==> src/rtl/uart_tx_pkg.sv <==
// Shared types and constants for the UART transmit serializer.
// The state enum, bit timing constants and the FIFO read-latency bounds live here.
package uart_tx_pkg;

  typedef enum logic [2:0] {
    ST_IDLE,
    ST_FETCH,
    ST_WAIT,
    ST_START,
    ST_DATA,
    ST_PARITY,
    ST_STOP
  } tx_state_e;

  localparam int TICKS_PER_BIT  = 16;
  localparam int TICK_W         = $clog2(TICKS_PER_BIT);
  localparam int BIT_CNT_W      = 3;
  localparam int RD_LATENCY_MIN = 1;
  localparam int RD_LATENCY_MAX = 3;
  localparam int WAIT_CNT_W     = $clog2(RD_LATENCY_MAX + 1);

  // Even parity makes the total count of ones even; odd parity inverts that bit.
  function automatic logic frame_parity(input logic [7:0] data,
                                        input logic       bit8,
                                        input logic       odd);
    logic [7:0] masked;
    masked = bit8 ? data : {1'b0, data[6:0]};
    return (^masked) ^ odd;
  endfunction

endpackage

==> src/rtl/uart_tx_bit_timer.sv <==
// Bit timing for the serializer: counts BAUD_TICK pulses within a bit and
// counts data bits, flagging the tick that completes each bit.
module uart_tx_bit_timer
  import uart_tx_pkg::*;
(
  input  logic                 clk_i,
  input  logic                 rst_ni,
  input  logic                 clr_i,
  input  logic                 tick_i,
  input  logic                 count_bits_i,
  output logic                 bit_done_o,
  output logic [BIT_CNT_W-1:0] bit_cnt_o
);

  localparam logic [TICK_W-1:0] TICK_LAST = TICK_W'(TICKS_PER_BIT - 1);

  logic [TICK_W-1:0]    tick_q, tick_d;
  logic [BIT_CNT_W-1:0] bit_q, bit_d;

  assign bit_done_o = tick_i && !clr_i && (tick_q == TICK_LAST);
  assign bit_cnt_o  = bit_q;

  always_comb begin
    tick_d = tick_q;
    bit_d  = bit_q;
    if (clr_i) begin
      tick_d = '0;
      bit_d  = '0;
    end else begin
      if (tick_i) begin
        tick_d = bit_done_o ? '0 : tick_q + 1'b1;
      end
      // Bit counter only runs through the data bits; other states hold it at 0.
      if (!count_bits_i) begin
        bit_d = '0;
      end else if (bit_done_o) begin
        bit_d = bit_q + 1'b1;
      end
    end
  end

  always_ff @(posedge clk_i or negedge rst_ni) begin
    if (!rst_ni) begin
      tick_q <= '0;
      bit_q  <= '0;
    end else begin
      tick_q <= tick_d;
      bit_q  <= bit_d;
    end
  end

endmodule

==> src/rtl/uart_tx_serializer.sv <==
// UART transmit serializer: pops bytes from the TX FIFO and shifts them out as
// start / 7-8 data bits LSB-first / optional parity / stop, paced by a x16 tick.
module uart_tx_serializer
  import uart_tx_pkg::*;
#(
  parameter int RD_LATENCY = 2
) (
  input  logic       CLK,
  input  logic       RESET_N,
  input  logic       BAUD_TICK,
  input  logic       BIT8,
  input  logic       PARITY_EN,
  input  logic       ODD_N_EVEN,
  input  logic       FIFO_EMPTY,
  input  logic [7:0] FIFO_DO,
  output logic       FIFO_RDB,
  output logic       TX,
  output logic       TX_BUSY
);

  localparam int RD_LAT = (RD_LATENCY < RD_LATENCY_MIN) ? RD_LATENCY_MIN :
                          (RD_LATENCY > RD_LATENCY_MAX) ? RD_LATENCY_MAX : RD_LATENCY;
  localparam logic [WAIT_CNT_W-1:0] WAIT_LAST = WAIT_CNT_W'(RD_LAT - 1);

  tx_state_e              state_q, state_d;
  logic [WAIT_CNT_W-1:0]  wait_q, wait_d;
  logic                   rdb_q, rdb_d;
  logic                   tx_q, tx_d;
  logic                   busy_q, busy_d;
  logic                   bit8_q, bit8_d;
  logic                   pe_q, pe_d;
  logic [7:0]             shift_q, shift_d;
  logic                   par_q, par_d;

  logic                   timer_clr;
  logic                   bit_done;
  logic [BIT_CNT_W-1:0]   bit_cnt;
  logic [BIT_CNT_W-1:0]   last_bit;

  assign timer_clr = (state_q == ST_IDLE) || (state_q == ST_FETCH) || (state_q == ST_WAIT);
  assign last_bit  = bit8_q ? BIT_CNT_W'(7) : BIT_CNT_W'(6);

  uart_tx_bit_timer u_bit_timer (
    .clk_i        (CLK),
    .rst_ni       (RESET_N),
    .clr_i        (timer_clr),
    .tick_i       (BAUD_TICK),
    .count_bits_i (state_q == ST_DATA),
    .bit_done_o   (bit_done),
    .bit_cnt_o    (bit_cnt)
  );

  always_comb begin
    state_d = state_q;
    wait_d  = wait_q;
    bit8_d  = bit8_q;
    pe_d    = pe_q;
    shift_d = shift_q;
    par_d   = par_q;

    case (state_q)
      ST_IDLE: begin
        if (!FIFO_EMPTY) state_d = ST_FETCH;
      end
      ST_FETCH: begin
        wait_d  = '0;
        state_d = ST_WAIT;
      end
      ST_WAIT: begin
        if (wait_q == WAIT_LAST) begin
          shift_d = FIFO_DO;
          bit8_d  = BIT8;
          pe_d    = PARITY_EN;
          par_d   = frame_parity(FIFO_DO, BIT8, ODD_N_EVEN);
          state_d = ST_START;
        end else begin
          wait_d = wait_q + 1'b1;
        end
      end
      ST_START: begin
        if (bit_done) state_d = ST_DATA;
      end
      ST_DATA: begin
        if (bit_done) begin
          shift_d = {1'b0, shift_q[7:1]};
          if (bit_cnt == last_bit) state_d = pe_q ? ST_PARITY : ST_STOP;
        end
      end
      ST_PARITY: begin
        if (bit_done) state_d = ST_STOP;
      end
      ST_STOP: begin
        // Back-to-back frames go straight to the next pop without an idle bit.
        if (bit_done) state_d = FIFO_EMPTY ? ST_IDLE : ST_FETCH;
      end
      default: state_d = ST_IDLE;
    endcase

    // Outputs are decoded from the next state so they register in step with it.
    case (state_d)
      ST_START:  tx_d = 1'b0;
      ST_DATA:   tx_d = shift_d[0];
      ST_PARITY: tx_d = par_d;
      default:   tx_d = 1'b1;
    endcase
    rdb_d  = (state_d != ST_FETCH);
    busy_d = (state_d != ST_IDLE);
  end

  always_ff @(posedge CLK or negedge RESET_N) begin
    if (!RESET_N) begin
      state_q <= ST_IDLE;
      wait_q  <= '0;
      rdb_q   <= 1'b1;
      tx_q    <= 1'b1;
      busy_q  <= 1'b0;
      bit8_q  <= 1'b1;
      pe_q    <= 1'b0;
    end else begin
      state_q <= state_d;
      wait_q  <= wait_d;
      rdb_q   <= rdb_d;
      tx_q    <= tx_d;
      busy_q  <= busy_d;
      bit8_q  <= bit8_d;
      pe_q    <= pe_d;
    end
  end

  always_ff @(posedge CLK) begin
    shift_q <= shift_d;
    par_q   <= par_d;
  end

  assign FIFO_RDB = rdb_q;
  assign TX       = tx_q;
  assign TX_BUSY  = busy_q;

endmodule

==> config.mk <==
export PLATFORM = sky130hd
export DESIGN_NAME = uart_tx_serializer
export DESIGN_NICKNAME = d
export VERILOG_FILES = /design/src/rtl/uart_tx_pkg.sv /design/src/rtl/uart_tx_bit_timer.sv /design/src/rtl/uart_tx_serializer.sv
export SDC_FILE = /design/constraint.sdc
export NUM_CORES = 1
export LEC_CHECK = 0
export CORE_MARGIN = 1.5
export CORE_UTILIZATION = 42
export DETAILED_ROUTE_END_ITERATION = 8
export PLACE_DENSITY_LB_ADDON = 0.25
export SKIP_LAST_GASP = 1
export SYNTH_ARGS = -nofsm -noshare
export SYNTH_HDL_FRONTEND = slang
export SYNTH_HIERARCHICAL = 1
export SYNTH_SLANG_ARGS = --single-unit
==> constraint.sdc <==
create_clock -name CLK -period 6.52 [get_ports CLK]
set_input_delay 1.63 -clock CLK [delete_from_list [all_inputs] [get_ports CLK]]
set_output_delay 1.63 -clock CLK [all_outputs]
set_load 0.01 [all_outputs]
==> impl_metrics.csv, run 1 <==
group,metric,value,unit
route,post-route-drc-count,0,
power_and_ir_drop,peakVddDrop,176,uV
timing,fin_skew,0.00389,ns
critical_path,rr_worst_depth,7,
yosys,synth-main-ff-cell,"dfrtp_1",
global_route,grt_overflow,0,
critical_path,r2r-start,"state_q[0]",
finish,fillers,281,
yosys,ys_async_sr_fraction,65.4,%
floorplanning,initial_core_util,45.2,%
route,totalWireLength,2610,um
floorplanning,die_area,3720,sq um
yosys,ys_ff_latch,26,
yosys,synth_top_family_by_area,"simple AND/OR/NAND/NOR gates",
route,routed-wl-met2,1140,um
yosys,synthAdderAreaFrac,2.65,%
timing,period_needed,3.75,ns
floorplanning,rows,20,
floorplanning,ioPinCount,18,
route,top_layer_used,"met4",
finish,n_antenna_cell,0,
global_route,antenna_found_initial,0,
yosys,yosys.area_share.simple,20.0,%
timing,maxSlewHeadroom,48.9,%
route,met3_wirelength,120,um
timing,fin_setup_tns,0,ns
route,via_per_inst,5.35,
route,wl_per_cell,13.6,um
yosys,synth_edf_count,7,
critical_path,cp-startpoint,"BAUD_TICK",
critical_path,crit_chain,"clkdlybuf4s50_1 -> nand4_4 -> nor2_1 -> and4bb_1 -> or2_4 -> o21ai_1 -> nor4_1 -> nor3_2",
route,drt_iter0_markers,52,
finish,drive_gt1_share,11.5,%
yosys,synth_xor_area_share,6.81,%
finish,nets,167,
yosys,muxShareOfSynthArea,1.42,%
global_route,grt_max_degree,19,
power_and_ir_drop,leakage,0.672,nW
critical_path,crit_slowest_cell,"clkdlybuf4s50_1",
yosys,synth_nets,151,
yosys,synth.distinct_cells,45,
route,vias,1028,
yosys,syn_inst,133,
critical_path,required,6.79,ns
power_and_ir_drop,power.density,351,nW/um^2
timing,setup_viol,0,
critical_path,critPathMaxFanout,9,
yosys,yosys_warnings,6,
critical_path,reg2reg_to,"TX",
timing,fin_crit_sh,57.6,%
timing,tightestPinTransition,0.764,ns
critical_path,slowest_delay,0.62,ns
power_and_ir_drop,p_total,0.000580,W
min_path,min_path_type,"reg2reg",
placed_design,gp_congestion,0.808,
critical_path,cp-endpoint,"TX",
clocking,cts_tree,"yes",
floorplanning,core-area,3130,sq um
route,dr.pass1.iters,4,
yosys,synth_compound_area_share,16.6,%
critical_path,cp.arrival,4.02,ns
clocking,cts-hold-fix-buffers,0,
clocking,clkTransAtPathRegs,0.14,ns
timing,rsz0062_at_grt,"false",
global_route,first_global_vias,962,
finish,areaGrowthSynthToFinish,16.8,%
timing,hold_viol_final,0,
clocking,cts_resized,0,
run_status,outcome,"finished, final reports clean",
yosys,syn_area_per_cell,10.6,sq um
critical_path,worstSetupPathType,"in2reg",
placed_design,portBuffers,17,
clocking,clock_path_buffers,2,
route,ant_nets,0,
floorplanning,die_x,61.0,um
timing,report.final.slew_viol_count,0,
timing,fmax,266,MHz
yosys,seq_area_frac_synth,48.1,%
clocking,cts_root_buf,"clkbuf_4",
route,wl_met1,1330,um
placed_design,dp_hpwl,1840,um
yosys,synth_area,1410,sq um
run,cap_violations,0,
clocking,cts.sinks,26,
global_route,grt_util_all_layers,15.8,%
clocking,cts_setup_buffers,0,
clocking,cts_made_buffers,3,
finish,final_common_cell,"clkdlybuf4s50_1",
global_route,grt_pass1_wl,4400,um
floorplanning,die_h,61.0,um
critical_path,endpoint_kind,"flip-flop",
critical_path,worst_setup_path_start_kind,"primary input",
finish,final_cell_mix,"clkdlybuf4s50_1 (17), dfrtp_1 (14), nor2_1 (11), nand2_1 (11), xnor2_1 (9)",
critical_path,ff2ff_setup_slack,3.87,ns
clocking,htree_levels,1,
clocking,clk_latency,0.32,ns
==> state kept, by name (all words and copies together), names as in the netlist <==
signal,count
pe_q,1
wait_q,2
state_q,3
u_bit_timer/tick_q,4
FIFO_RDB,1
TX_BUSY,1
par_q,1
TX,1
u_bit_timer/bit_cnt_o,3
shift_q,8
bit8_q,1
==> logic make-up (layout without fill, tap and decap cells) <==
logic type / count (synthesis) / in the layout
AO/OA/AOI/OAI: 32 / 32
buffers and inverters: 12 / 27
XOR/XNOR: 11 / 11
multiplexers: 2 / 2
AND/OR/NAND/NOR: 47 / 47
adder cells (fa/ha/maj): 3 / 3
flip-flops: 26 / 26
==> cells in the mapped netlist, drive strengths merged, types with 2 or more instances <==
cell | n | area share [%]
a21o | 2 | 1.2
a21oi | 5 | 1.8
a22o | 8 | 5.0
a22oi | 2 | 1.1
and2 | 3 | 1.5
and3 | 2 | 0.97
and4bb | 3 | 2.7
buf | 5 | 2.6
dfrtp | 14 | 25
dfstp | 3 | 5.6
dfxtp | 2 | 2.8
edfxtp | 7 | 15
ha | 3 | 2.7
inv | 6 | 1.6
mux2i | 2 | 1.4
nand2 | 11 | 2.9
nand2b | 4 | 1.8
nand3 | 2 | 0.71
nor2 | 11 | 2.9
nor3 | 2 | 1.1
nor4 | 2 | 0.88
o21ai | 8 | 2.8
or3 | 2 | 0.88
xnor2 | 9 | 5.6
xor2 | 2 | 1.2
==> worst max-delay path, delay by kind of cell <==
kind / cells / cell delay, ns
buffers and inverters: 1 / 0.62
AND/OR/NAND/NOR: 6 / 1.69
AO/OA/AOI/OAI: 1 / 0.08
==> how the worst min path moves through the flow <==
stage | from | endpoint | cells after the start
6_report | shift_q[0] | shift_q[0] | 2
2_1_floorplan | par_q | par_q | 2
3_3_place_gp | par_q | par_q | 2
3_5_place_dp | par_q | par_q | 2
4_1_cts | shift_q[0] | shift_q[0] | 2
5_1_grt | bit8_q | bit8_q | 2
==> metal layers <==
metal  up-vias  GRT usage (%)
li1        509              -
met4         0           3.73
met3         2           3.99
met5         -              0
met1       491           23.0
met2        26           23.7
==> area by class of cell <==
| cell class | instances | area [sq um] | area share, % |
|---|---|---|---|
| sequential | 26 | 679 | 41.1 |
| multi-input combinational | 95 | 672 | 40.7 |
| inverter | 6 | 22.5 | 1.36 |
| clock inverter | 1 | 30.0 | 1.82 |
| timing repair buffer | 17 | 170 | 10.3 |
| clock buffer | 3 | 22.5 | 1.36 |
| tap | 44 | 55.1 | 3.33 |
==> metrics by stage <==
stage / utilization [%] / hold slack [ns] / area (sq um) / setup WS [ns] / instances
after floorplan: - / 0.413 / 1410 / 3.44 / 133
after global routing: 52.8 / 0.515 / 1650 / 2.60 / 192
final: 52.8 / 0.477 / 1650 / 2.77 / 192
after CTS: 52.8 / 0.483 / 1650 / 2.78 / 192
after detailed placement: 51.1 / 0.455 / 1600 / 2.42 / 188
after global placement: 51.1 / 0.452 / 1600 / 2.54 / 188
==> power by group <==
part / leakage, nW / total [W] / internal, W / switching (W)
Combinational: 0.349 / 0.000205 / 0.000104 / 0.000101
Sequential: 0.296 / 0.000263 / 0.000225 / 0.0000375
Clock: 0.0279 / 0.000112 / 0.0000622 / 0.0000498
(Power assumes the default switching activity.)
==> run 2, diff against run 1 <==
clock period = 3.3 ns   (was 6.52 ns; I/O delays follow)
==> impl_metrics.csv, run 2 (synthesis results as in run 1) <==
group,metric,value,unit
power_and_ir_drop,leakage,0.676,nW
timing,fin_skew,0.0163,ns
placed_design,gp_congestion,0.798,
finish,largest_registers,"shift_q x8, u_bit_timer/tick_q x4",
global_route,first_global_vias,917,
route,via_per_inst,5.15,
clocking,cts_root_buf,"clkbuf_4",
floorplanning,die_area,3720,sq um
clocking,cts-hold-fix-buffers,0,
floorplanning,die_x,61.0,um
finish,areaGrowthSynthToFinish,16.7,%
finish,final_common_cell,"clkdlybuf4s50_1",
clocking,htree_levels,1,
critical_path,worstSetupPathType,"in2reg",
route,dr.pass1.iters,4,
critical_path,cp_top_family,"simple AND/OR/NAND/NOR gates",
route,drt_iter0_markers,65,
min_path,min_path_type,"reg2reg",
clocking,clock_path_buffers,2,
critical_path,required,3.58,ns
run,cap_violations,0,
timing,hold_viol_final,0,
timing,tightestPinTransition,0.734,ns
global_route,grt_pass1_wl,4170,um
floorplanning,core-area,3130,sq um
critical_path,cp.arrival,2.94,ns
clocking,clkTransAtPathRegs,0.14,ns
finish,regMostFlops,"shift_q",
critical_path,crit_slowest_cell,"clkdlybuf4s50_1",
clocking,cts_setup_buffers,0,
placed_design,dpl_worst_slack,0.292,ns
route,wl_per_cell,12.9,um
placed_design,portBuffers,17,
power_and_ir_drop,power.density,657,nW/um^2
timing,setup_viol,0,
clocking,cts_made_buffers,3,
route,totalWireLength,2500,um
finish,largest_register_ffs,8,
timing,rsz0062_at_grt,"false",
timing,report.final.slew_viol_count,0,
critical_path,crit_buf_inv,2,
finish,n_antenna_cell,0,
critical_path,crit_chain,"clkdlybuf4s50_1 -> nand4_4 -> nor2_1 -> buf_4 -> and2_2 -> o32a_1 -> o211ai_2 -> and2_2 -> nor3_2",
critical_path,worst_setup_path_start_kind,"primary input",
global_route,grt_overflow,0,
timing,layout_setup_ws,0.638,ns
critical_path,endpoint_kind,"flip-flop",
power_and_ir_drop,peakVddDrop,347,uV
global_route,antenna_found_initial,0,
clocking,cts.sinks,26,
timing,fmax,376,MHz
timing,fin_crit_sh,80.7,%
run_status,outcome,"finished, final reports clean",
finish,drive_gt1_share,12.7,%
critical_path,slowest_delay,0.62,ns
timing,period_needed,2.66,ns
finish,nets,169,
floorplanning,rows,20,
route,vias,1000,
clocking,cts_tree,"yes",
global_route,grt_max_degree,19,
timing,maxSlewHeadroom,50.9,%
critical_path,critPathMaxFanout,6,
critical_path,path_common_cell,"and2_2",
finish,utilization,52.8,%
floorplanning,die_h,61.0,um
global_route,grt_util_all_layers,15.4,%
clocking,clk_latency,0.33,ns
clocking,cts_resized,0,
finish,final_cell_mix,"clkdlybuf4s50_1 (17), dfrtp_1 (14), nor2_1 (11), nand2_1 (11), xnor2_1 (9)",
timing,fin_setup_tns,0,ns
floorplanning,ioPinCount,18,
route,post-route-drc-count,0,
floorplanning,initial_core_util,45.2,%
placed_design,dp_hpwl,1870,um
route,ant_nets,0,
==> run 2: cell types whose count changed in the layout (fill, tap and decap cells not counted) <==
cell       before  now
bufinv_16       1    0
buf_4           0    2
clkbuf_8        0    1
==> run 2: metrics by stage <==
step,std cells,power (W),instance area (sq um),hold WS [ns]
floorplan,133,0.000835,1410,0.413
global placement,190,0.000914,1610,0.441
detailed placement,190,0.000932,1610,0.450
CTS,194,0.00109,1650,0.480
global route,194,0.00117,1650,0.505
finish,194,0.00108,1650,0.479
==> run 2: area by class of cell <==
type                       instances  area, sq um
fill                             288         1480
sequential                        26          679
multi-input combinational         95          672
timing repair buffer              19          185
tap                               44         55.1
clock buffer                       4         36.3
inverter                           6         22.5
==> run 2: where the power goes <==
group	switching (W)	internal, W
sequential	0.0000735	0.000445
combinational	0.000200	0.000205
clock	0.0000942	0.0000676
==> run 2: final timing paths <==
check	startpoint	to	slack [ns]	cells past startpoint
hold reg to reg	par_q	par_q	0.48	2
hold / removal	par_q	par_q	0.48	2
max in group asynchronous	RESET_N	pe_q	1.92	1
min in group asynchronous	RESET_N	TX_BUSY	0.91	1
setup reg to reg	state_q[0]	TX	0.89	8
setup / recovery	BAUD_TICK	TX	0.64	9
==> run 2: worst register-to-register path, stage by stage, from the launching register on <==
cell and delay (ns):
dfrtp_1 0.59, a21oi_1 0.43, nor2_1 0.17, buf_4 0.19
and2_2 0.20, a41oi_1 0.22, o221ai_2 0.16, nor4_1 0.33
nor3_2 0.06
==> run 2: routing by layer <==
layer / up-vias / GRT usage [%] / part of all wire, %
met3: 5 / 4.41 / 3.6
met5: - / 0 / 0
met4: 0 / 5.59 / 1.4
met2: 16 / 23.9 / 44
li1: 513 / - / -
met1: 466 / 20.7 / 51
==> RTL edit 1 (config.mk and constraints of run 1) <==
The package constant `TICKS_PER_BIT` goes from 16 to 8.
--- a/src/rtl/uart_tx_pkg.sv
+++ b/src/rtl/uart_tx_pkg.sv
@@ -12,7 +12,7 @@
     ST_STOP
   } tx_state_e;
 
-  localparam int TICKS_PER_BIT  = 16;
+  localparam int TICKS_PER_BIT  = 8;
   localparam int TICK_W         = $clog2(TICKS_PER_BIT);
   localparam int BIT_CNT_W      = 3;
   localparam int RD_LATENCY_MIN = 1;
Formal check against the unedited RTL: same outputs for any inputs over 10 cycles, from zero or initial values and one cycle with RESET_N low; that may be too few to reach the edited logic, so the function may still have changed.
==> RTL edit 1 against run 1 <==
Sequential cell count decreased by 1; power decreased by 7.6%; final area decreased by 3.6%; count of clock-buffer cells in the layout increased by 1; worst setup slack improved by 33 ps; routed wire length decreased by 0.88%; synthesized area decreased by 1.9%; via count decreased by 5.5%; sequential share of layout area decreased by 0.052 points; worst hold slack improved by 3.8 ps; critical path depth unchanged; critical path type unchanged; largest cell class is now multi-input gates; largest power group unchanged.
==> RTL edit 1: results <==
timing:
  skew_ps: 3.48
  clock.fmax_mhz: 269
  worst_pin_slew_ps: 713
layout:
  final_layout_size_suffix_gt1_frac: 0.119
  stdcell_count: 187
  final_nets: 163
  n_fill_cell: 299
setup_path:
  crit_fanout: 11
  worst_r2r_endpoint: "TX$_DFF_PN1_"
  rrSetupSlack_ps: 3840
synthesis:
  muxShareOfSynthArea: 0.0144
  synth_commonest_cells: "13 x dfrtp_1, 9 x nand2_1, 9 x xnor2_1, 8 x a22o_1, 8 x nor2_1"
  mappedNetlistNets: 148
  synth.area.top_cells: "dfrtp_1 23%, edfxtp_1 15%, dfstp_2 5.7%"
  synthAdderAreaFrac: 0.0361
  synth-compound-area-share: 0.177
  avgSynthCellArea_um2: 10.7
  ys_seq_area_frac: 0.472
  synth_cell_types: 44
  yosys.area_share.xor_xnor: 0.0569
grt:
  grt.total_usage: 0.150
  gr-usage-met3: 0.0213
  grt_pass1_wl_mm: 4.21
  first_global_vias: 904
power:
  seq_power_share: 0.479
  vdd_ir_drop_max_mv: 0.171
  power_frac_comb: 0.392
  sequentialPower_w: 0.000256
  power.leakage_nw: 0.652
drt:
  first_iter_violations: 38
  top_layer: "met3"
  met3RoutedLength_um: 73
  num_vias: 971
  wl_met2_mm: 1.23
  routedWlPerCell_um: 13.8
placement:
  dpl_cell_area_um2: 1570
  dp_slack_ps: 2460
  gp_congestion: 0.755
  dp.cells: 183
  hpwl_mm: 1.88
outcome:
  outcome: "completed"
## RTL edit 1: critical path, cell delays in order
cell	delay [ps]
clkdlybuf4s50_1	670
nand2_1	80
nor2_1	400
and4bb_1	450
or2_4	240
o21ai_1	90
nor4_1	340
nor3_2	70
## RTL edit 1: worst min-delay path by stage
| stage | end | slack (ps) | depth (start not counted) |
|---|---|---|---|
| 2_1_floorplan | par_q$_DFF_P_ | 410 | 2 |
| 3_3_place_gp | par_q$_DFF_P_ | 440 | 2 |
| 3_5_place_dp | shift_q[0]$_DFF_P_ | 460 | 2 |
| 4_1_cts | shift_q[0]$_DFF_P_ | 480 | 2 |
| 5_1_grt | shift_q[0]$_DFF_P_ | 510 | 2 |
| 6_report | shift_q[0]$_DFF_P_ | 480 | 2 |
## RTL edit 1: cell type report
| class | instances | area share |
|---|---|---|
| clock buffer | 4 | 0.0165 |
| inverter | 5 | 0.0118 |
| multi-input combinational | 92 | 0.419 |
| sequential | 25 | 0.411 |
| tap | 44 | 0.0346 |
| timing repair buffer | 17 | 0.107 |
==> RTL edit 2 (settings of run 1) <==
Without the edit above. Make the reset (`RESET_N` and `rst_ni`) synchronous in 2 clocked blocks.
--- a/src/rtl/uart_tx_bit_timer.sv
+++ b/src/rtl/uart_tx_bit_timer.sv
@@ -39,7 +39,7 @@
     end
   end
 
-  always_ff @(posedge clk_i or negedge rst_ni) begin
+  always_ff @(posedge clk_i) begin
     if (!rst_ni) begin
       tick_q <= '0;
       bit_q  <= '0;
--- a/src/rtl/uart_tx_serializer.sv
+++ b/src/rtl/uart_tx_serializer.sv
@@ -107,7 +107,7 @@
     busy_d = (state_d != ST_IDLE);
   end
 
-  always_ff @(posedge CLK or negedge RESET_N) begin
+  always_ff @(posedge CLK) begin
     if (!RESET_N) begin
       state_q <= ST_IDLE;
       wait_q  <= '0;
Check against the original RTL: differs if RESET_N is asserted again (counterexample within 4 cycles, from zero or initial values and one cycle with RESET_N low); with RESET_N held inactive, the same outputs for 10 cycles.
==> RTL edit 2 against run 1 <==
Final area shrank 0.68%; count of clock-buffer cells in the layout is the same; sequential cell count is the same; routed wire length grew 0.19%; synthesized area grew 0.53%; worst setup slack lost 84 ps; largest cell class is now multi-input gates.
Power is not compared: it rests on default switching activity, and its combinational part moved more than twofold at a synthesized area within 25%.
==> RTL edit 2: results <==
synthesis:
  async_flop_share: 0
  synthCells: 146
  mappedNetlistNets: 164
  ys_seq_area_frac: 0.415
  ys_warn_count: 6
  synth_commonest_cells: "19 x dfxtp_1, 14 x nand2_1, 8 x xnor2_1, 7 x edfxtp_1"
  synth_cell_types: 46
  synth.area.top_cells: "dfxtp_1 27%, edfxtp_1 15%, xnor2_1 4.9%"
timing:
  skew_ps: 7.59
  worst_pin_slew_ps: 707
  finalCriticalPeriod_ps: 3840
  holdWs_ps: 489
drt:
  top_layer: "met4"
  first_iter_violations: 19
  m1WireLength_mm: 1.21
  dr.pass1.iters: 4
  wl_met2_mm: 1.29
  num_vias: 1102
  routedWlPerCell_um: 12.9
  met3RoutedLength_um: 89
placement:
  dpl_cell_area_um2: 1590
  port-buffer-count: 17
  dp_slack_ps: 2320
  gp_congestion: 0.832
  hpwl_mm: 1.92
clocking:
  worstSkewPairLatency_ps: 320
  path_clk_slew_ps: 140
  cts_setup_buffers: 0
  cts-root-buf: "clkbuf_4"
  numCtsBuffers: 3
  cts_max_path_buffers: 2
grt:
  grt.total_usage: 0.159
  antenna_found_initial: 0
  overflow: 0
  first_global_vias: 1009
  grt_start_max_net_pins: 22
  grt_pass1_wl_mm: 4.37
floorplanning:
  rows: 20
setup_path:
  arrival_ps: 4050
  crit_fanout: 13
  slowest_stage: "a21oi_1"
  rrSetupSlack_ps: 3520
  max_stage_delay_ps: 600
layout:
  reg_top3: "shift_q (8), u_bit_timer/tick_q (4)"
  stdcell_count: 203
  n_fill_cell: 304
  final_layout_size_suffix_gt1_frac: 0.0566
  final_nets: 178
min_path:
  hp-class: "reg2reg"
power:
  vdd_ir_drop_max_mv: 0.0978
outcome:
  outcome: "completed"
-- RTL edit 2: worst paths after layout --
kind,startpoint,to,cells after the start
worst max-delay path,BAUD_TICK,TX$_SDFF_PN1_,8
worst min-delay path,par_q$_DFF_P_,par_q$_DFF_P_,2
worst max register to register,state_q[1]$_SDFF_PN0_,TX$_SDFF_PN1_,8
worst min register to register,par_q$_DFF_P_,par_q$_DFF_P_,2
-- RTL edit 2: worst max-delay path: cells and delay by family --
| kind | cells | cell delay, ps |
|---|---|---|
| AO/OA/AOI/OAI | 4 | 1250 |
| AND/OR/NAND/NOR | 3 | 590 |
| buffers and inverters | 1 | 570 |
-- RTL edit 2: where the power goes --
| group | total, W | internal, W | switching, W |
|---|---|---|---|
| registers | 0.000187 | 0.000176 | 0.0000108 |
| clock network | 0.000109 | 0.0000622 | 0.0000468 |
| logic | 0.0000595 | 0.0000333 | 0.0000262 |
| total | 0.000356 | 0.000272 | 0.0000838 |
-- RTL edit 2: per-layer routing --
layer	up-vias	GRT usage
met5	-	0
li1	566	-
met2	18	0.277
met1	513	0.195
met3	5	0.0378
met4	0	0.0466
-- RTL edit 2: cell families (layout without fill, tap and decap cells) --
| group | Yosys count | after routing | share of synthesized area |
|---|---|---|---|
| mux | 1 | 1 | 0.00704 |
| flops | 26 | 26 | 0.415 |
| compound gates | 32 | 32 | 0.162 |
| xor+xnor | 11 | 11 | 0.0678 |
| simple gates | 60 | 60 | 0.267 |
| buf+inv | 13 | 26 | 0.0546 |
| fa+ha+maj | 3 | 3 | 0.0264 |
-- RTL edit 2: area by class of cell --
cell class	instances	area, um^2	area share
multi-input combinational	107	753	0.459
sequential	26	591	0.360
timing repair buffer	17	170	0.104
tap	44	55.1	0.0336
clock inverter	1	30.0	0.0183
clock buffer	3	22.5	0.0137
inverter	5	18.8	0.0114
